$ cat src/rtl/fib_mem_writer.sv
// rtl/fib_mem_writer.sv - Fibonacci term generator that fills a RAM region and verifies it by readback
module fib_mem_writer #(
  parameter int ADDR_W = 8,
  parameter int DATA_W = 8
) (
  input  logic              clk,
  input  logic              rst_n,
  input  logic              start,
  input  logic [ADDR_W-1:0] base_addr,
  input  logic [7:0]        count,
  output logic              mem_wr_en,
  output logic [ADDR_W-1:0] mem_addr,
  output logic [DATA_W-1:0] mem_wdata,
  input  logic [DATA_W-1:0] mem_rdata,
  output logic              busy,
  output logic              done,
  output logic              overflow,
  output logic              mismatch,
  output logic [DATA_W-1:0] last_term
);

  typedef enum logic [1:0] {IDLE, WRITE, CHECK, DONE} state_t;

  state_t            state;
  logic [DATA_W-1:0] a, b;
  logic              a_ovf, b_ovf;
  logic [7:0]        idx, cnt_r;
  logic [ADDR_W-1:0] base_r;

  logic [DATA_W:0]   sum;
  logic              last;
  logic [ADDR_W-1:0] next_addr;

  assign sum       = {1'b0, a} + {1'b0, b};
  assign last      = (idx == cnt_r - 8'd1);
  assign next_addr = base_r + ADDR_W'(idx) + ADDR_W'(1);

  // Memory outputs are registered one step ahead so they already hold the
  // address/term of the cycle being entered; a is the term owned by idx.
  always_ff @(posedge clk or negedge rst_n) begin
    if (!rst_n) begin
      state     <= IDLE;
      busy      <= 1'b0;
      done      <= 1'b0;
      overflow  <= 1'b0;
      mismatch  <= 1'b0;
      mem_wr_en <= 1'b0;
      mem_addr  <= '0;
      mem_wdata <= '0;
      last_term <= '0;
      a         <= '0;
      b         <= '0;
      a_ovf     <= 1'b0;
      b_ovf     <= 1'b0;
      idx       <= '0;
      base_r    <= '0;
      cnt_r     <= '0;
    end else begin
      case (state)
        IDLE: begin
          done      <= 1'b0;
          mem_wr_en <= 1'b0;
          mem_addr  <= '0;
          mem_wdata <= '0;
          if (start) begin
            base_r   <= base_addr;
            cnt_r    <= count;
            overflow <= 1'b0;
            mismatch <= 1'b0;
            a        <= '0;
            b        <= DATA_W'(1);
            a_ovf    <= 1'b0;
            b_ovf    <= 1'b0;
            idx      <= '0;
            busy     <= 1'b1;
            if (count == 8'd0) begin
              state <= DONE;
            end else begin
              state     <= WRITE;
              mem_wr_en <= 1'b1;
              mem_addr  <= base_addr;
              mem_wdata <= '0;
            end
          end
        end

        WRITE: begin
          a         <= b;
          a_ovf     <= b_ovf;
          b         <= sum[DATA_W-1:0];
          b_ovf     <= sum[DATA_W] | a_ovf | b_ovf;
          last_term <= a;
          if (a_ovf) overflow <= 1'b1;
          if (last) begin
            state     <= CHECK;
            idx       <= '0;
            a         <= '0;
            b         <= DATA_W'(1);
            a_ovf     <= 1'b0;
            b_ovf     <= 1'b0;
            mem_wr_en <= 1'b0;
            mem_addr  <= base_r;
            mem_wdata <= '0;
          end else begin
            idx       <= idx + 8'd1;
            mem_addr  <= next_addr;
            mem_wdata <= b;
          end
        end

        CHECK: begin
          if (mem_rdata != a) mismatch <= 1'b1;
          a     <= b;
          a_ovf <= b_ovf;
          b     <= sum[DATA_W-1:0];
          b_ovf <= sum[DATA_W] | a_ovf | b_ovf;
          if (last) begin
            state    <= DONE;
            idx      <= '0;
            mem_addr <= '0;
          end else begin
            idx      <= idx + 8'd1;
            mem_addr <= next_addr;
          end
        end

        DONE: begin
          done  <= 1'b1;
          busy  <= 1'b0;
          state <= IDLE;
        end

        default: state <= IDLE;
      endcase
    end
  end

endmodule

$ cat config.mk
export PLATFORM = sky130hd
export DESIGN_NAME = fib_mem_writer
export DESIGN_NICKNAME = d
export VERILOG_FILES = /design/src/rtl/fib_mem_writer.sv
export SDC_FILE = /design/constraint.sdc
export NUM_CORES = 1
export LEC_CHECK = 0
export ABC_AREA = 1
export CAP_MARGIN = 20
export CORE_AREA = 2 2 89 134
export DETAILED_ROUTE_END_ITERATION = 10
export DIE_AREA = 0 0 91 136
export PLACE_DENSITY = 0.7
export SLEW_MARGIN = 20
export SYNTH_ARGS = -nofsm -noshare
export SYNTH_HDL_FRONTEND = slang
export SYNTH_SLANG_ARGS = --single-unit
$ cat constraint.sdc
create_clock -name clk -period 2.25 [get_ports clk]
set_input_delay 0.225 -clock clk [delete_from_list [all_inputs] [get_ports clk]]
set_output_delay 0.225 -clock clk [all_outputs]
set_load 0.05 [all_outputs]
After elaboration in Yosys (flattened, before gate mapping). Index checks and enable logic that the tools add are counted.

Register bits: 73. Output and inout bits: 29. Logic and storage cells: 84.

$add $sub $neg: 5. Equality and inequality tests: 10. Muxes and demuxes: 35. Bitwise operators: 2. Reductions and logical operators: 16.

Operators by type and width (number): $mux 8 (9); $pmux 8 s3 (3); $pmux 8 s2 (2); $add 8x1->8 const B (2); $ne 2x2->1 const B (5); $pmux 1 s2 (5); $reduce_and 2->1 (5); $add 8x8->9 (1); $mux 1 (9); $reduce_and 3->1 (3); $add 8x8->8 (1); $eq 8x8->1 (1); $logic_not 8->1 (1); $mux 2 (4); $ne 8x8->1 (1); $pmux 2 s4 (1); $reduce_bool 2->1 (4); $sub 8x1->8 const B (1); $pmux 1 s3 (2); $eq 2x2->1 const B (2); $reduce_bool 3->1 (1); $eq 2x1->1 const B (1); $logic_not 2->1 (1); $or 1x1->1 (2); $reduce_or 2->1 (1).

Logic depth before layout (Yosys ltp).
Word-level depth: 5. Depth in mapped cells: 14. Depth with buffers taken out: 14.

Least setup slack after synthesis. OpenSTA, ideal clock, no wires.

Path kind: reg2reg. Start point: register cnt_r[1]. End point: register b_ovf. Data arrival time: 1717 ps. Required time: 2128 ps. Slack: 411 ps. Cell stages (with the launch flop): 15. Path buffers: 1. Clock period less this slack: 1839 ps. Path through: dfrtp_1 inv_1 ha_1 inv_1 nand2_1 nand2_1 nor2_1 nand4_2 nor2_4 nand3_4 nand2_4 nand2_4 nand2_4 buf_12 a21oi_2.

Longest elaborated chain between the ends: 4.

Ends and longest elaborated chain: start: declaration (line 27) `logic [7:0] idx, cnt_r;`; start signal: assignment (line 67) `cnt_r <= count;`; $sub 8x1->8 (line 35) `assign last = (idx == cnt_r - 8'd1);`; $eq 8x8->1 (line 35); $mux 1 (line 94) `if (last) begin`; $pmux 1 s3 (line 59) `case (state)`; end signal: assignment (line 91) `b_ovf <= sum[DATA_W] | a_ovf | b_ovf;`; end signal: assignment (line 116) `b_ovf <= sum[DATA_W] | a_ovf | b_ovf;`; end: declaration (line 26) `logic a_ovf, b_ovf;`.

No other way between the ends. A chain may end at the register's enable or synchronous reset.

Worst setup path in the final report.
Start point: register cnt_r[0]. End point: register b[2].

Longest elaborated chain between the ends: 4.

Ends and longest elaborated chain: $sub 8x1->8 (line 35); $eq 8x8->1 (line 35); $mux 8 (line 94); $pmux 8 s3 (line 59); end signal: assignment (line 90) `b <= sum[DATA_W-1:0];`; end signal: assignment (line 115) `b <= sum[DATA_W-1:0];`; end: declaration (line 25) `logic [DATA_W-1:0] a, b;`.

No other way between the ends.

==> metrics <==
outcome=completed; Mapped Cells=564; Synth top area share=41.5%; core footprint=11,300 um2; synth top area cells=dfrtp_1, nand2_1, ha_1; Cell Area, Placed=5160 um2; post-route ant nets=0; share of layout cells above drive strength 1=10.5%; CTS tree=done; WS Path Type=register to register; Area Overhead vs Synth=26.1%; Leak Pwr=2.74 nW; Top Family by Delay on Critical Path=simple AND/OR/NAND/NOR gates; Post-Syn Area per Cell=7.81 um2; clk slew on worst S/H paths=0.06 ns; deepest clock path buffer count=2; Post-synth EDFFs=0; worst-skew pair later-pin latency=0.33 ns; Worst Max-Slew Pin Slew=0.542 ns; worst path arrival time=2.28 ns; largest net degree at the start of global routing=74; TritonCTS Sinks=73; PortBufs=55; dominant register cell in the synthesized netlist=dfrtp_1; TNS Setup=0 ns; post-synthesis mux area share=0%; Syn Nets=615; Initial DRT Pass Iterations=5; Die ar.=12,400 um2; Tot GR Track Use=19.5%; # IOs=56; vias in the first global route=3,961; VDD IR max=606 uV; Die Ht=136 um; routability cong.=0.879; leading area contributor after synthesis=dfrtp_1; nature of the critical path startpoint=register; main combinational cell family by area after synthesis=simple AND/OR/NAND/NOR gates; CTS buffer count=9; mapped cell area=4400 um2; first-pass GRT wire length=19.1 mm; Yosys cell types=38; Ys Warns=0; Min-Delay Path Class=input port to asynchronous set/reset pin; ANT cells=0; critical path required time=2.46 ns; Crit. End Element=register; Worst path max stage delay=0.40 ns; Routed WL=11.6 mm; relative slew slack=63.8%; slowest CP cell=dfrtp_1; flops & latches, synth=73; WL/cell=14.7 um; post-synthesis sequential area ratio=41.5%; Final Max Tran Viols=0; PD cells=1340 nW/um2; DR iter-0 viols=299; detailed-route via count=3,924; ys async rst share=100%; Crit path buffers/inverters=2; Core Rows=48; nets=682; XOR/XNOR Fraction of Synth Area=5.37%; post-synthesis simple-gate area fraction=27.2%; setup violators final=0; CTS Root Cell=clkbuf_16; Synth Area in Adders=7.16%; fmax=482 MHz; RSZ-0062 raised after global routing=no; Starting Density=39.0%; worst-path fanout max=16; period utilization=92.1%; Avg Vias per Cell=4.99; post-synthesis compound-gate area fraction=10.5%; antenna violations before repair=0; H-tree Lvls=3; worst-path cell chain=inv_2 -> ha_2 -> inv_1 -> nand2_1 -> nand3_1 -> nand2_1 -> nand4_2 -> nor2_4 -> nand3_4 -> nand2_8 -> nand2_4 -> nand2_8 -> o21ai_0; worst clock skew=0.00478 ns; max-cap violations=0; Overflow after GRT=0; Die X=91 um; Finished Cell Area=5550 um2; crit path time final=2.07 ns; Final Hold Fails=0; DRC Markers=0; hpwl dp=8.74 mm
tightest hold or removal path, delay by kind of cell:
family / cells / cell delay, ns
buf+inv: 3 / 0.95
layout by cell type, fill, tap and decap left out, types with 2 or more instances in the layout:
cell / n
nand3b_1: 2
clkbuf_8: 2
nor2_2: 5
nand2_1: 178
o21ai_2: 9
dfrtp_1: 73
o21ai_0: 37
buf_12: 2
fa_1: 2
o22ai_1: 6
buf_4: 12
o31ai_1: 2
ha_1: 21
bufinv_16: 2
nand3_1: 51
nand4_1: 6
clkbuf_16: 9
nor2_1: 13
nand2_8: 2
a31oi_1: 2
xor2_1: 20
clkinv_2: 2
inv_2: 9
a21oi_1: 18
nor3_1: 3
nor2_4: 4
xnor2_1: 7
a21o_1: 2
inv_1: 66
clkdlybuf4s50_1: 54
path summary, 6_finish.rpt:
path	slack, ns	cells after the start	endpoint	startpoint
worst max-delay path	0.18	13	b[2]	cnt_r[0]
worst max register to register	0.18	13	b[2]	cnt_r[0]
min in group clk	0.47	3	base_r[4]	base_addr[4]
worst min register to register	0.47	2	mem_addr[4]	mem_addr[4]
worst min-delay path	0.44	3	last_term[6]	rst_n
max in group asynchronous	1.47	3	idx[7]	rst_n
report_power, final:
group | internal [mW] | leakage, nW | total, mW | switching, mW
Combinational | 1.33 | 1.62 | 3.89 | 2.56
Clock | 1.03 | 0.162 | 1.56 | 0.538
Sequential | 1.66 | 0.964 | 1.98 | 0.328
Total | 4.01 | 2.74 | 7.44 | 3.43
logic make-up after synthesis:
| family | Yosys count |
|---|---|
| AO/OA/AOI/OAI | 80 |
| XOR/XNOR | 27 |
| adder cells (fa/ha/maj) | 24 |
| buffers and inverters | 90 |
| flip-flops | 73 |
| AND/OR/NAND/NOR | 270 |
synth_stat cells, drive strengths merged (2+ instances only):
library cell,count
nand2,182
inv,75
dfrtp,73
nand3,53
o21ai,47
ha,22
nor2,22
xor2,20
a21oi,19
clkbuf,10
nand4,7
xnor2,7
o22ai,6
buf,4
nor3,3
a21o,2
a31oi,2
fa,2
nand3b,2
o31ai,2
metal layers:
| metal | part of all wire [%] | GRT usage (%) | vias up |
|---|---|---|---|
| met4 | 1.5 | 8.08 | 0 |
| met1 | 37 | 20.2 | 1876 |
| met3 | 3.8 | 3.22 | 13 |
| met2 | 57 | 38.1 | 98 |
| li1 | - | - | 1937 |
| met5 | 0 | 0 | - |
sequential cells by signal, summed over array words and instances, names as in the netlist, 2 cells and up:
register	count
mem_addr	8
base_r	8
idx	8
mem_wdata	8
b	8
cnt_r	8
last_term	8
a	8
state	2
stage by stage:
stage	util (%)	setup WS [ns]	power (mW)	instances	hold slack, ns
after global placement	45.7	0.183	5.65	767	0.282
after floorplan	-	0.411	4.66	564	-0.0706
final	49.2	0.177	7.44	786	0.438
after detailed placement	45.7	0.0320	5.74	767	0.280
after CTS	48.8	0.0596	7.40	784	0.460
after global routing	49.2	0.00884	7.98	786	0.468
cell type report:
class,count,area (um2)
fill,1092,5740
multi-input combinational,401,2240
sequential,73,1830
timing repair buffer,70,686
inverter,76,285
clock buffer,11,253
tap,150,188
clock inverter,5,77.6
what timing repair did:
item,4_1_cts,5_1_grt
endpoints found under the setup margin,2,29
cloned,0,0
hold buffers,1,0
endpoints found under the hold margin,73,0
buffers inserted,0,2
gates resized for setup,1,3
No activity file was read; power rests on OpenSTA's default activity.
